<file path="config.mk">
export PLATFORM = sky130hd
export DESIGN_NAME = multimode_counter
export DESIGN_NICKNAME = d
export VERILOG_FILES = /design/src/rtl/counter_pkg.sv /design/src/rtl/ring_rotator.sv /design/src/rtl/multimode_counter.sv
export SDC_FILE = /design/constraint.sdc
export NUM_CORES = 1
export LEC_CHECK = 0
export CELL_PAD_IN_SITES_DETAIL_PLACEMENT = 0
export CELL_PAD_IN_SITES_GLOBAL_PLACEMENT = 1
export CORE_ASPECT_RATIO = 1.25
export CORE_MARGIN = 2
export CORE_UTILIZATION = 35
export DETAILED_ROUTE_END_ITERATION = 10
export GPL_ROUTABILITY_DRIVEN = 0
export HOLD_SLACK_MARGIN = 0.02
export MAX_ROUTING_LAYER = met4
export PLACE_DENSITY_LB_ADDON = 0.12
export SYNTH_ARGS = -nofsm -noshare
export SYNTH_HDL_FRONTEND = slang
export SYNTH_SLANG_ARGS = --single-unit
</file>
<file path="constraint.sdc">
create_clock -name i_clk -period 2.49 [get_ports i_clk]
set_clock_uncertainty 0.05 [all_clocks]
set_input_delay 0.498 -clock i_clk [delete_from_list [all_inputs] [get_ports i_clk]]
set_output_delay 0.498 -clock i_clk [all_outputs]
set_load 0.01 [all_outputs]
</file>
<file path="src/rtl/counter_pkg.sv">
`default_nettype none
// +-----------------------------------------------------------------------+
// | counter_pkg: mode encodings and seed/bit-reverse helpers for          |
// | multimode_counter.                                                     |
// | Revision: 1.0                                                          |
// +-----------------------------------------------------------------------+
package counter_pkg;

    localparam int c_min_width = 2;
    localparam int c_max_width = 32;

    typedef enum logic [2:0] {
        MODE_BIN     = 3'd0,
        MODE_RING    = 3'd1,
        MODE_JOHNSON = 3'd2,
        MODE_ALT     = 3'd3
    } mode_e;

    function automatic logic mode_reserved(input logic [2:0] mode);
        return (mode > 3'd3);
    endfunction

    // Reserved modes have no sequence of their own; they seed to zero.
    function automatic logic [31:0] seed(input logic [2:0] mode, input int width);
        logic [31:0] msb_one_hot;
        msb_one_hot = 32'd1 << (width - 1);
        case (mode)
            MODE_RING, MODE_ALT: return msb_one_hot;
            default:             return 32'd0;
        endcase
    endfunction

    function automatic logic [31:0] bit_reverse(input logic [31:0] value, input int width);
        logic [31:0] result;
        result = 32'd0;
        for (int i = 0; i < c_max_width; i++) begin
            if (i < width) begin
                result[i] = value[width - 1 - i];
            end
        end
        return result;
    endfunction

endpackage
`default_nettype wire

</file>
<file path="src/rtl/ring_rotator.sv">
`default_nettype none
// +-----------------------------------------------------------------------+
// | ring_rotator: combinational one-bit rotate of a WIDTH-bit vector.     |
// | Revision: 1.0                                                          |
// +-----------------------------------------------------------------------+
module ring_rotator #(
    parameter int WIDTH = 8
) (
    input  logic [WIDTH-1:0] i_value,
    input  logic             i_toward_msb,
    output logic [WIDTH-1:0] o_value
);

    assign o_value = i_toward_msb ? {i_value[WIDTH-2:0], i_value[WIDTH-1]}
                                  : {i_value[0], i_value[WIDTH-1:1]};

endmodule
`default_nettype wire

</file>
<file path="src/rtl/multimode_counter.sv">
`default_nettype none
// +-----------------------------------------------------------------------+
// | multimode_counter: run-time selectable binary/ring/Johnson/alternating |
// | counter with registered terminal-count pulse and mode error flag.      |
// | Revision: 1.0                                                          |
// +-----------------------------------------------------------------------+
module multimode_counter
    import counter_pkg::*;
#(
    parameter int WIDTH = 8
) (
    input  logic             i_clk,
    input  logic             i_reset_n,
    input  logic             i_cnt_enable_n,
    input  logic             i_ld_enable_n,
    input  logic [WIDTH-1:0] i_load,
    input  logic [2:0]       i_mode,
    input  logic             i_dir,
    output logic [WIDTH-1:0] o_count,
    output logic             o_tc,
    output logic             o_mode_err
);

    localparam logic [WIDTH-1:0] c_msb = {1'b1, {(WIDTH-1){1'b0}}};
    localparam logic [WIDTH-1:0] c_lsb = {{(WIDTH-1){1'b0}}, 1'b1};
    localparam logic [WIDTH-1:0] c_max = {WIDTH{1'b1}};

    logic [2:0]       r_mode;
    logic [WIDTH-1:0] r_count;
    logic [WIDTH-1:0] r_down;
    logic [WIDTH-1:0] r_up;
    logic             r_toggle;
    logic             r_tc;
    logic             r_mode_err;

    logic [WIDTH-1:0] w_seed_in;
    logic [WIDTH-1:0] w_load_rev;
    logic [WIDTH-1:0] w_ring_rot;
    logic [WIDTH-1:0] w_up_rot;
    logic [WIDTH-1:0] w_down_rot;
    logic [WIDTH-1:0] w_count_next;
    logic             w_tc_next;
    logic             w_in_reserved;

    assign w_seed_in     = WIDTH'(seed(i_mode, WIDTH));
    assign w_load_rev    = WIDTH'(bit_reverse(32'(i_load), WIDTH));
    assign w_in_reserved = mode_reserved(i_mode);

    ring_rotator #(.WIDTH(WIDTH)) u_ring_rot (
        .i_value      (r_count),
        .i_toward_msb (i_dir),
        .o_value      (w_ring_rot)
    );

    ring_rotator #(.WIDTH(WIDTH)) u_up_rot (
        .i_value      (r_up),
        .i_toward_msb (1'b1),
        .o_value      (w_up_rot)
    );

    ring_rotator #(.WIDTH(WIDTH)) u_down_rot (
        .i_value      (r_down),
        .i_toward_msb (1'b0),
        .o_value      (w_down_rot)
    );

    always_comb begin
        w_count_next = r_count;
        w_tc_next    = 1'b0;
        case (r_mode)
            MODE_BIN: begin
                if (i_dir) begin
                    w_count_next = r_count - 1'b1;
                    w_tc_next    = (r_count == '0);
                end else begin
                    w_count_next = r_count + 1'b1;
                    w_tc_next    = (r_count == c_max);
                end
            end
            MODE_RING: begin
                // An all-zero pattern (only reachable by load) would never rotate out.
                if (r_count == '0) begin
                    w_count_next = c_msb;
                end else begin
                    w_count_next = w_ring_rot;
                    w_tc_next    = (w_ring_rot == c_msb);
                end
            end
            MODE_JOHNSON: begin
                w_count_next = {~r_count[0], r_count[WIDTH-1:1]};
                w_tc_next    = ({~r_count[0], r_count[WIDTH-1:1]} == '0);
            end
            MODE_ALT: begin
                w_count_next = r_toggle ? r_up : r_down;
                w_tc_next    = r_toggle && (w_down_rot == c_msb);
            end
            default: begin
                w_count_next = r_count;
                w_tc_next    = 1'b0;
            end
        endcase
    end

    always_ff @(posedge i_clk) begin
        if (!i_reset_n) begin
            r_mode     <= i_mode;
            r_count    <= w_seed_in;
            r_down     <= c_msb;
            r_up       <= c_lsb;
            r_toggle   <= 1'b1;
            r_tc       <= 1'b0;
            r_mode_err <= w_in_reserved;
        end else if (i_mode != r_mode) begin
            // Entering a reserved mode keeps the current count frozen.
            r_mode     <= i_mode;
            if (!w_in_reserved) begin
                r_count <= w_seed_in;
            end
            r_down     <= c_msb;
            r_up       <= c_lsb;
            r_toggle   <= 1'b1;
            r_tc       <= 1'b0;
            r_mode_err <= w_in_reserved;
        end else if (!i_ld_enable_n) begin
            r_count <= i_load;
            r_tc    <= 1'b0;
            if (r_mode == MODE_ALT) begin
                r_down   <= i_load;
                r_up     <= w_load_rev;
                r_toggle <= 1'b1;
            end
        end else if (!i_cnt_enable_n) begin
            r_count <= w_count_next;
            r_tc    <= w_tc_next;
            if (r_mode == MODE_ALT) begin
                r_toggle <= ~r_toggle;
                if (r_toggle) begin
                    r_up   <= w_up_rot;
                    r_down <= w_down_rot;
                end
            end
        end else begin
            r_tc <= 1'b0;
        end
    end

    assign o_count    = r_count;
    assign o_tc       = r_tc;
    assign o_mode_err = r_mode_err;

endmodule
`default_nettype wire

</file>
==> reports/results.tsv <==
stage	metric	value	unit
clocking	H-tree depth	2	
power_and_ir_drop	Pint	1.01	mW
floorplanning	cell row count	31	
clocking	CTS Hold Bufs	0	
floorplanning	die height	91.2	um
setup_path	CP Buf/Inv Count	2	
global_route	global-route wire length before repair	10700	um
floorplanning	Initial Utilization	0.364	
clocking	Root Buffer	clkbuf_8	
setup_path	critical setup path kind	in -> reg	
power_and_ir_drop	clock share of power	0.335	
finish	antenna diode count	0	
setup_path	crit-path max FO	4	
routing	final routed DRC violation total	0	
global_route	initial antenna violation count	0	
global_route	GR Overflow Total	0	
synthesis	top cell type's share of synthesized area	0.169	
sta	Hold Slack	0.473	ns
floorplanning	Die W	73.8	um
clocking	register clock-pin slew on the reported worst setup and hold paths	0.07	ns
sta	Worst Max-Slew Pin Slew	0.618	ns
worst_hold_path	worst hold path class	reg -> reg	
routing	Vias/cell	5.43	
finish	Core Util, Final	0.463	
global_route	GRT Total Usage	0.214	
power_and_ir_drop	sequential power share	0.391	
routing	post-detailed-routing wire length	6440	um
finish	FF+latch area	721	um2
placement	post-DP HPWL	5020	um
clocking	CTS tree	built	
synthesis	Synth Instances	260	
setup_path	slowest stage delay, CP	0.53	ns
floorplanning	core area	0.00586	mm2
setup_path	Worst path slowest cell	clkdlybuf4s50_1	
power_and_ir_drop	Total Power	1.43	mW
setup_path	crit end category	register	
placement	Post-DP Area	0.00261	mm2
setup_path	CP dominant cell by count	o21ai_0	
global_route	met2 GRT Util	0.354	
power_and_ir_drop	net switching power	419	uW
finish	multi-input logic area	0.00132	mm2
synthesis	Ys Warns	0	
clocking	cts bufs inserted	5	
routing	TritonRoute pass-1 iters	4	
sta	Fin. Hold Viols	0	
clocking	clk sinks	30	
finish	fin area	0.00271	mm2
synthesis	post-synth net total	283	
placement	port bufs	25	
placement	Inst Count DP	374	
clocking	# resized after CTS	0	
synthesis	area of the mapped netlist	0.00213	mm2
global_route	busiest grt layer	met2	
routing	DR WL/cell	16.9	um
global_route	pin count of the biggest net entering global routing	33	
finish	nets	322	
synthesis	number of synthesized register bits	30	
routing	DRT iter0 DRCs	148	
setup_path	CP Data Arrival Time	2.38	ns
sta	final setup fails	0	
floorplanning	die area	0.00673	mm2
finish	Post-Layout Cell Count	382	
synthesis	Mean Syn Cell Area	8.20	um2
power_and_ir_drop	Power Density	528	mW/mm2
sta	unrepaired setup endpoints after global routing	false	
job	total of max-cap violations	0	
synthesis	top cells by area, synth	dfxtp_1 17%, edfxtp_1 17%, a21oi_1 7.5%	
finish	area grow syn2layout	27.4	%
synthesis	Post-synth top cells	32 x a21oi_1, 32 x nor2_1, 18 x dfxtp_1, 18 x o21ai_0, 15 x a211oi_1	
floorplanning	io pins	26	
finish	fillcell total	585	
sta	Period minus WS final	2.30	ns
clocking	Post-CTS Setup Repair Bufs	0	
setup_path	Cell Chain, Critical Path	clkdlybuf4s50_1, inv_1, fa_1, nor2b_1, o21ai_0, a21oi_1, o22ai_1, o21ai_0	
power_and_ir_drop	Switching Share	0.293	
sta	Slew HR	0.584	
outcome	outcome	completed	
sta	Max Slew Vio Count	0	
global_route	vias in the first global route	2031	
power_and_ir_drop	Comb power frac	0.274	
global_route	met1 Usage GRT	0.265	
synthesis	Distinct cells, synth	51	
setup_path	critical path required time	2.57	ns
sta	maximum clock rate	435	MHz
power_and_ir_drop	worst vdd ir	0.253	mV
clocking	Clock Latency Late Sink	0.28	ns
finish	ratio of cells with drive above 1 in the final layout	0.147	
setup_path	delay-heaviest family, CP	buffers and inverters	
clocking	clock tree buffer depth	2	
power_and_ir_drop	P_leak	1.03	nW
synthesis	Yosys top cell by area	dfxtp_1	
setup_path	Startpoint Class	input pin	
global_route	met3 GRT Util	0.0277	
synthesis	post-synthesis sequential area ratio	0.338	
synthesis	ys flop type	dfxtp_1	
routing	post-route ant nets	0	
sta	period utilization	0.923	
synthesis	ys async rst share	0	
synthesis	Post-synth EDFFs	12	
routing	vias after detailed routing	2074	
==> kinds of logic (layout without fill, tap and decap cells) <==
family / Yosys count / count (layout) / share of synthesized area
AO/OA/AOI/OAI: 94 / 94 / 0.280
XOR/XNOR: 6 / 6 / 0.0247
adder cells (fa/ha/maj): 7 / 7 / 0.0446
buffers and inverters: 24 / 64 / 0.0446
flip-flops: 30 / 30 / 0.338
multiplexers: 12 / 12 / 0.0599
AND/OR/NAND/NOR: 87 / 87 / 0.208
==> layout by cell type, fill, tap and decap left out, types with 4 or more instances in the layout <==
cell / count
a211oi_1: 15
a21oi_1: 31
a31oi_1: 6
buf_4: 22
clkbuf_8: 5
clkdlybuf4s50_1: 25
dfxtp_1: 18
edfxtp_1: 12
ha_1: 6
inv_1: 7
mux2_2: 6
mux2i_1: 6
nand2_1: 11
nand2b_1: 4
nand3_1: 5
nor2_1: 32
nor2b_1: 11
nor3_1: 7
o21ai_0: 18
xor2_1: 4
==> area by class of cell <==
type	count	area share
clock buffer	7	0.0281
clock inverter	1	0.0111
inverter	8	0.0111
multi-input combinational	206	0.486
sequential	30	0.266
tap	82	0.0378
timing repair buffer	48	0.160
==> per-stage QoR <==
stage,setup TNS (ns),setup WS (ns)
2_1_floorplan,0,0.186
3_3_place_gp,-0.179,-0.111
3_5_place_dp,-0.195,-0.0805
4_1_cts,0,0.188
5_1_grt,0,0.0426
6_report,0,0.191
==> final timing paths <==
check	startpoint	end	slack [ns]	cells after the start
max	i_dir	o_count[4]	0.19	8
max reg2reg	o_count[1]	o_count[6]	0.20	5
min	r_up[5]	r_up[5]	0.47	2
min reg2reg	r_up[5]	r_up[5]	0.47	2
==> metal layers <==
metal  up-vias  part of all wire
met2        57              0.50
met3         8             0.038
met1       960              0.45
li1       1049                 -
met5         -                 0
met4         0             0.015
==> worst reg2reg max path, cell delays in order, from the launching register on <==
cell      delay [ns]
edfxtp_1        0.40
or4_4           0.56
or4_4           0.48
o21a_4          0.25
a221oi_2        0.22
a21oi_1         0.09
==> sequential cells by signal (all words and copies together) (netlist names) <==
| register | count |
|---|---|
| r_down | 8 |
| o_count | 8 |
| r_toggle | 1 |
| o_tc | 1 |
| o_mode_err | 1 |
| r_up | 8 |
| r_mode | 3 |
==> power by group through the flow <==
stage | Sequential [mW] | Combinational (mW) | Clock, mW
2_1_floorplan | 0.572 | 0.218 | 0
3_3_place_gp | 0.571 | 0.394 | 0
3_5_place_dp | 0.571 | 0.392 | 0
4_1_cts | 0.560 | 0.394 | 0.495
5_1_grt | 0.563 | 0.433 | 0.514
6_report | 0.560 | 0.392 | 0.481
Power figures use the tool's default switching activity.
